===== src/rtl/nibbler_pkg.sv =====
// Shared types for the Nibbler sequencer: opcodes, FSM states, ALU codes
// and the decoded control bundle.
package nibbler_pkg;

    typedef enum logic [3:0] {
        OP_JC   = 4'h0,
        OP_JNC  = 4'h1,
        OP_JZ   = 4'h2,
        OP_JNZ  = 4'h3,
        OP_JMP  = 4'h4,
        OP_LIT  = 4'h5,
        OP_ADDI = 4'h6,
        OP_CMPI = 4'h7,
        OP_NORI = 4'h8,
        OP_LD   = 4'h9,
        OP_ADD  = 4'hA,
        OP_SUB  = 4'hB,
        OP_NOR  = 4'hC,
        OP_ST   = 4'hD,
        OP_IN   = 4'hE,
        OP_OUT  = 4'hF
    } op_t;

    typedef enum logic [1:0] {
        FETCH  = 2'd0,
        FETCH2 = 2'd1,
        EXEC   = 2'd2
    } seq_state_t;

    localparam logic [2:0] ALU_PASS_A = 3'b000;
    localparam logic [2:0] ALU_SUB    = 3'b001;
    localparam logic [2:0] ALU_PASS_B = 3'b010;
    localparam logic [2:0] ALU_ADD    = 3'b011;
    localparam logic [2:0] ALU_NOR    = 3'b100;

    typedef enum logic [1:0] {
        B_ZERO = 2'd0,
        B_IMM  = 2'd1,
        B_MEM  = 2'd2,
        B_IN   = 2'd3
    } b_src_t;

    typedef enum logic [2:0] {
        COND_C      = 3'd0,
        COND_NC     = 3'd1,
        COND_Z      = 3'd2,
        COND_NZ     = 3'd3,
        COND_ALWAYS = 3'd4
    } cond_t;

    typedef struct packed {
        logic [2:0] alu_s;
        logic       alu_n_cin;
        b_src_t     b_src;
        logic       acc_we;
        logic       flag_we;
        logic       is_jump;
        cond_t      cond;
        logic       dmem_we;
        logic       out_we;
    } ctrl_t;

    // Jumps and memory-addressed ops carry a second address byte.
    function automatic logic is_two_byte(op_t op);
        return (op <= OP_JMP) || ((op >= OP_LD) && (op <= OP_ST));
    endfunction

endpackage


===== src/rtl/nibbler_decoder.sv =====
// Combinational opcode decoder producing the sequencer control bundle.
module nibbler_decoder
    import nibbler_pkg::*;
(
    input  op_t   op_i,
    output ctrl_t ctrl_o
);

    always_comb begin
        ctrl_o           = '0;
        ctrl_o.alu_s     = ALU_PASS_A;
        ctrl_o.alu_n_cin = 1'b1;
        ctrl_o.b_src     = B_ZERO;
        ctrl_o.cond      = COND_ALWAYS;
        case (op_i)
            OP_JC:   begin ctrl_o.is_jump = 1'b1; ctrl_o.cond = COND_C;  end
            OP_JNC:  begin ctrl_o.is_jump = 1'b1; ctrl_o.cond = COND_NC; end
            OP_JZ:   begin ctrl_o.is_jump = 1'b1; ctrl_o.cond = COND_Z;  end
            OP_JNZ:  begin ctrl_o.is_jump = 1'b1; ctrl_o.cond = COND_NZ; end
            OP_JMP:  ctrl_o.is_jump = 1'b1;
            OP_LIT, OP_LD, OP_IN: begin
                ctrl_o.alu_s   = ALU_PASS_B;
                ctrl_o.acc_we  = 1'b1;
                ctrl_o.flag_we = 1'b1;
                ctrl_o.b_src   = (op_i == OP_LIT) ? B_IMM :
                                 (op_i == OP_LD)  ? B_MEM : B_IN;
            end
            OP_ADDI, OP_ADD: begin
                ctrl_o.alu_s   = ALU_ADD;
                ctrl_o.acc_we  = 1'b1;
                ctrl_o.flag_we = 1'b1;
                ctrl_o.b_src   = (op_i == OP_ADDI) ? B_IMM : B_MEM;
            end
            // CMPI is a SUB that only updates the flags.
            OP_CMPI, OP_SUB: begin
                ctrl_o.alu_s     = ALU_SUB;
                ctrl_o.alu_n_cin = 1'b0;
                ctrl_o.acc_we    = (op_i == OP_SUB);
                ctrl_o.flag_we   = 1'b1;
                ctrl_o.b_src     = (op_i == OP_CMPI) ? B_IMM : B_MEM;
            end
            OP_NORI, OP_NOR: begin
                ctrl_o.alu_s   = ALU_NOR;
                ctrl_o.acc_we  = 1'b1;
                ctrl_o.flag_we = 1'b1;
                ctrl_o.b_src   = (op_i == OP_NORI) ? B_IMM : B_MEM;
            end
            OP_ST:   ctrl_o.dmem_we = 1'b1;
            OP_OUT:  ctrl_o.out_we  = 1'b1;
            default: ;
        endcase
    end

endmodule


===== src/rtl/nibbler_sequencer.sv =====
// Fetch/decode/execute sequencer for the Nibbler 4-bit CPU; owns PC, IR,
// ACC and flags, drives the external ALU and captures its result in EXEC.
module nibbler_sequencer
    import nibbler_pkg::*;
#(
    parameter int              PC_W     = 12,
    parameter int              N        = 4,
    parameter logic [PC_W-1:0] RESET_PC = '0
) (
    input  logic            clk_i,
    input  logic            rst_i,
    input  logic            run_i,
    output logic [PC_W-1:0] prog_addr_o,
    input  logic [7:0]      prog_data_i,
    output logic [PC_W-1:0] dmem_addr_o,
    input  logic [N-1:0]    dmem_rdata_i,
    output logic [N-1:0]    dmem_wdata_o,
    output logic            dmem_we_o,
    input  logic [N-1:0]    in_data_i,
    output logic [N-1:0]    out_data_o,
    output logic            out_strobe_o,
    output logic [2:0]      alu_s_o,
    output logic            alu_not_carry_in_o,
    output logic [N-1:0]    alu_a_o,
    output logic [N-1:0]    alu_b_o,
    input  logic [N-1:0]    alu_result_i,
    input  logic            alu_not_c_i,
    input  logic            alu_not_z_i,
    output logic            flag_c_n_o,
    output logic            flag_z_n_o,
    output logic            instr_done_o
);

    seq_state_t      state_q, state_d;
    logic [PC_W-1:0] pc_q, pc_d;
    logic [7:0]      ir_q, ir_d;
    logic [7:0]      adrl_q, adrl_d;
    logic [N-1:0]    acc_q, acc_d;
    logic [N-1:0]    out_q, out_d;
    logic            fc_n_q, fc_n_d;
    logic            fz_n_q, fz_n_d;

    logic [2:0]      alu_s;
    logic            alu_n_cin;
    logic [N-1:0]    alu_b;
    logic            dmem_we;
    logic            out_strobe;
    logic            instr_done;
    logic            cond_ok;
    logic [PC_W-1:0] pc_inc;
    logic [PC_W-1:0] target;
    ctrl_t           ctrl;

    nibbler_decoder u_decoder (
        .op_i   (op_t'(ir_q[7:4])),
        .ctrl_o (ctrl)
    );

    assign pc_inc = pc_q + PC_W'(1);
    assign target = PC_W'({ir_q[3:0], adrl_q});

    always_comb begin
        cond_ok = 1'b1;
        case (ctrl.cond)
            COND_C:  cond_ok = ~fc_n_q;
            COND_NC: cond_ok = fc_n_q;
            COND_Z:  cond_ok = ~fz_n_q;
            COND_NZ: cond_ok = fz_n_q;
            default: cond_ok = 1'b1;
        endcase
    end

    always_comb begin
        state_d    = state_q;
        pc_d       = pc_q;
        ir_d       = ir_q;
        adrl_d     = adrl_q;
        acc_d      = acc_q;
        out_d      = out_q;
        fc_n_d     = fc_n_q;
        fz_n_d     = fz_n_q;
        alu_s      = ALU_PASS_A;
        alu_n_cin  = 1'b1;
        alu_b      = '0;
        dmem_we    = 1'b0;
        out_strobe = 1'b0;
        instr_done = 1'b0;
        case (state_q)
            FETCH: begin
                if (run_i) begin
                    ir_d    = prog_data_i;
                    pc_d    = pc_inc;
                    state_d = is_two_byte(op_t'(prog_data_i[7:4])) ? FETCH2 : EXEC;
                end
            end
            FETCH2: begin
                adrl_d  = prog_data_i;
                pc_d    = pc_inc;
                state_d = EXEC;
            end
            EXEC: begin
                state_d = FETCH;
                // Strobes are gated by reset so an aborted instruction has no side effect.
                instr_done = ~rst_i;
                dmem_we    = ctrl.dmem_we & ~rst_i;
                out_strobe = ctrl.out_we & ~rst_i;
                if (ctrl.flag_we) begin
                    alu_s     = ctrl.alu_s;
                    alu_n_cin = ctrl.alu_n_cin;
                    case (ctrl.b_src)
                        B_IMM:   alu_b = N'(ir_q[3:0]);
                        B_MEM:   alu_b = dmem_rdata_i;
                        B_IN:    alu_b = in_data_i;
                        default: alu_b = '0;
                    endcase
                    fc_n_d = alu_not_c_i;
                    fz_n_d = alu_not_z_i;
                end
                if (ctrl.acc_we) begin
                    acc_d = alu_result_i;
                end
                if (ctrl.out_we) begin
                    out_d = acc_q;
                end
                if (ctrl.is_jump && cond_ok) begin
                    pc_d = target;
                end
            end
            default: state_d = FETCH;
        endcase
    end

    always_ff @(posedge clk_i) begin
        if (rst_i) begin
            state_q <= FETCH;
            pc_q    <= RESET_PC;
            ir_q    <= '0;
            adrl_q  <= '0;
            acc_q   <= '0;
            out_q   <= '0;
            fc_n_q  <= 1'b1;
            fz_n_q  <= 1'b1;
        end else begin
            state_q <= state_d;
            pc_q    <= pc_d;
            ir_q    <= ir_d;
            adrl_q  <= adrl_d;
            acc_q   <= acc_d;
            out_q   <= out_d;
            fc_n_q  <= fc_n_d;
            fz_n_q  <= fz_n_d;
        end
    end

    assign prog_addr_o        = pc_q;
    assign dmem_addr_o        = target;
    assign dmem_wdata_o       = acc_q;
    assign dmem_we_o          = dmem_we;
    assign out_data_o         = out_q;
    assign out_strobe_o       = out_strobe;
    assign alu_s_o            = alu_s;
    assign alu_not_carry_in_o = alu_n_cin;
    assign alu_a_o            = acc_q;
    assign alu_b_o            = alu_b;
    assign flag_c_n_o         = fc_n_q;
    assign flag_z_n_o         = fz_n_q;
    assign instr_done_o       = instr_done;

endmodule


===== config.mk =====
export PLATFORM = sky130hd
export DESIGN_NAME = nibbler_sequencer
export DESIGN_NICKNAME = d
export VERILOG_FILES = /design/src/rtl/nibbler_pkg.sv /design/src/rtl/nibbler_decoder.sv /design/src/rtl/nibbler_sequencer.sv
export SDC_FILE = /design/constraint.sdc
export NUM_CORES = 1
export LEC_CHECK = 0
export BUFFER_PORTS_ARGS = -buffer_cell sky130_fd_sc_hd__clkbuf_2
export CAP_MARGIN = 20
export CORE_UTILIZATION = 36
export CTS_CLUSTER_DIAMETER = 30
export DETAILED_ROUTE_END_ITERATION = 10
export GPL_TIMING_DRIVEN = 0
export PLACE_DENSITY = 0.69
export REMOVE_ABC_BUFFERS = 1
export SETUP_SLACK_MARGIN = 0.5
export SLEW_MARGIN = 10
export SYNTH_ARGS = -nofsm -noshare
export SYNTH_HDL_FRONTEND = slang
export SYNTH_HIERARCHICAL = 1
export SYNTH_SLANG_ARGS = --single-unit

===== constraint.sdc =====
create_clock -name clk_i -period 4.2 [get_ports clk_i]
set_input_delay 0.42 -clock clk_i [delete_from_list [all_inputs] [get_ports clk_i]]
set_output_delay 0.42 -clock clk_i [all_outputs]
set_load 0.02 [all_outputs]

==> summary.txt <==
GRT
  • Met2 Use GR: 30.50%
  • Initial antenna violation count: 0
  • Met1 Resource Use GR: 24.63%
  • First-pass GRT wire length: 9625 um
  • Largest net degree at the start of global routing: 46
  • Total GRT Usage: 18.63%
  • Vias in the first global route: 2008
  • GR peak layer: met2
  • Gr ovfl total: 0
  • Grt met3 use: 3.736%

Synth
  • Mux cell area share after synthesis: 8.084%
  • Compound-gate portion of the synthesized area: 22.64%
  • Post-Syn Instances: 283
  • Post-synth cell types: 56
  • Synth Area in Adders: 0.5353%
  • Largest family of logic cells by synthesized area: simple AND/OR/NAND/NOR gates
  • Ys async rst share: 0%
  • Cell Area, Synth: 2337 sq um
  • Area contributors post-synth: dfxtp_1 (34%), a21oi_1 (6.0%), nand2_1 (5.9%), mux2i_1 (3.9%), nor2_1 (3.5%)
  • Synth Flop Type: dfxtp_1
  • Most frequent cells after synthesis: dfxtp_1 (40), nand2_1 (37), a21oi_1 (28)
  • Share of the synthesized area in the top cell type: 34.26%
  • Simple-gate share of the synthesized area: 25.80%
  • Register area share after synthesis: 34.26%
  • Number of synthesized flops with an enable pin: 0
  • Most frequent cell after synthesis: dfxtp_1
  • Synthesis Warnings: 6
  • Syn avg cell area: 8.259 sq um
  • Xor-xnor portion of the synthesized cell area: 0.3747%
  • Yosys reg bits: 40
  • Post-synth top area cell: dfxtp_1

Routing
  • WL final: 6124 um
  • # DRC: 0
  • Drt wl/cell: 14.94 um
  • DR iter-0 viols: 145
  • Via count: 2277
  • Via density: 5.554
  • DRT antenna net count: 0
  • TritonRoute pass-1 iters: 5

STA
  • Post-layout min period: 2.944 ns
  • Fmax: 339.7 MHz
  • Final Setup Violations: 0
  • Final period utilization: 70.09%
  • Final Hold Viols: 0
  • RSZ-0062 raised after global routing: false
  • Worst-Margin Slew: 0.9148 ns
  • Normalized max-slew margin: 38.88%
  • Max Slew Vio Count: 0
  • Clock Skew: 0.003456 ns
  • Setup Total Neg Slack: 0 ns

Worst setup path
  • CP max stage cell: nor2b_4
  • Crit-path max FO: 45
  • Crit-path max cell delay: 0.83 ns
  • CP top delay family: simple AND/OR/NAND/NOR gates
  • Startpoint Class: flip-flop
  • Critical-path cell list: nor2b_4 -> nand2_1 -> or2_2 -> clkbuf_2
  • CP Data Required Time: 3.78 ns
  • Worst setup EP type: output port
  • Worst Path Arrival: 2.52 ns
  • Setup CP Type: flip-flop to output port
  • Worst Path Buf+Inv: 1

Clock network
  • TritonCTS Buffers: 5
  • Clock Tree Root: clkbuf_8
  • PostCTS Resize Cnt: 0
  • H-tree depth: 2
  • Clock sink total: 40
  • Post-CTS Hold Buffers: 0
  • Setup bufs post-CTS: 0
  • Max clock buf depth: 2
  • Clock transition at path regs: 0.08 ns
  • Worst-Skew Late Latency: 0.29 ns
  • CTS tree: yes

Hold path
  • Hold crit path type: input port to flip-flop

Power
  • Power Dens Cells: 311.6 nW/um^2
  • Lkg Pwr: 1.155 nW
  • Worst vdd ir: 0.1487 mV
  • Post-route total power: 0.8499 mW

Placed design
  • Placed Cells: 402
  • GPL Wtd Cong: 0.7829
  • Port Buffers: 73
  • Post-DP HPWL: 4363 um

Floorplan
  • I/O pin count: 74
  • Die Ht: 82.58 um
  • Core box area: 6096 sq um
  • Row cnt: 28
  • Initial Util: 38.34%
  • Overall die width: 82.58 um
  • Die area: 6819 sq um

Layout
  • P&R area growth vs syn: 16.70%
  • Ratio of cells with drive above 1 in the final layout: 31.34%
  • Layout Cells excl Fill: 410
  • Seq. cell area: 800.8 sq um
  • Area occupied by multi-input gates: 1355 sq um
  • Final #Nets: 360
  • Inserted Diodes: 0
  • Fill cell count: 642

Flow run
  • Max_cap viols: 0

Status
  • Status: complete, no violations
final cells by class:
class                           instances  area share [%]
Clock buffer                            6           3.028
Clock inverter                          2          0.5505
Inverter                                4          0.5505
Multi-Input combinational cell        210           49.68
Sequential cell                        40           29.36
Tap cell                               75           3.440
Timing Repair Buffer                   73           13.39
registers in the layout (all words and copies together), names as in the netlist:
name / flops
adrl_q: 8
alu_a_o: 4
flag_c_n_o: 1
flag_z_n_o: 1
ir_q: 8
out_data_o: 4
prog_addr_o: 12
state_q: 2
worst reg2reg max path, stage by stage (launching register included):
cell and delay, ns:
dfxtp_1 0.57, nor2_1 0.12, and2_1 0.19, mux2i_2 0.26
mux2i_2 0.36, nand2_2 0.26, o41ai_1 0.37
where the power goes:
| part | switching, mW | internal (mW) |
|---|---|---|
| combinational | 0.0950 | 0.0584 |
| clock | 0.141 | 0.133 |
| sequential | 0.0278 | 0.395 |
| total | 0.264 | 0.586 |
metal layers:
| metal | vias up | routed length (um) | share of wire (%) |
|---|---|---|---|
| met2 | 63 | 2893 | 47 |
| li1 | 1124 | - | - |
| met1 | 1086 | 2886 | 47 |
| met4 | 0 | 58 | 0.95 |
| met3 | 4 | 285 | 4.7 |
| met5 | - | 0 | 0 |
placed cells by master, fill, tap and decap left out, drive strengths merged, types with 5 or more instances in the layout:
| cell | count |
|---|---|
| nand2 | 38 |
| o311ai | 5 |
| o31ai | 5 |
| dfxtp | 40 |
| mux2i | 11 |
| and2 | 6 |
| nand3 | 15 |
| nor3 | 9 |
| clkbuf | 79 |
| mux2 | 6 |
| a21oi | 28 |
| and3 | 10 |
| nor2 | 22 |
| a22oi | 10 |
logic make-up after synthesis:
family,after synthesis
simple gates,120
compound gates,71
flops,40
buf+inv,33
mux,17
xor+xnor,1
fa+ha+maj,1
worst paths after layout:
| kind | startpoint | depth (start not counted) | slack, ns | end |
|---|---|---|---|---|
| max | state_q[1]$_SDFFE_PP0P_ | 4 | 1.26 | alu_not_carry_in_o |
| min | alu_result_i[3] | 3 | 0.36 | alu_a_o[3]$_SDFFE_PP0P_ |
| max reg2reg | ir_q[6]$_SDFFE_PP0P_ | 6 | 1.98 | prog_addr_o[10]$_SDFFE_PP0P_ |
| min reg2reg | out_data_o[2]$_SDFFE_PP0P_ | 2 | 0.46 | out_data_o[2]$_SDFFE_PP0P_ |
stage by stage:
step / cell area [sq um] / worst slack [ns] / hold WS [ns] / util, %
after floorplan: 2158 / 1.038 / 0.4891 / -
after global routing: 2728 / 1.040 / 0.3432 / 44.75
after global placement: 2618 / 0.03714 / 0.4425 / 42.94
after CTS: 2728 / 1.252 / 0.3478 / 44.75
final: 2728 / 1.256 / 0.3555 / 44.75
after detailed placement: 2630 / 1.559 / 0.4468 / 43.14
(Power assumes the default switching activity.)
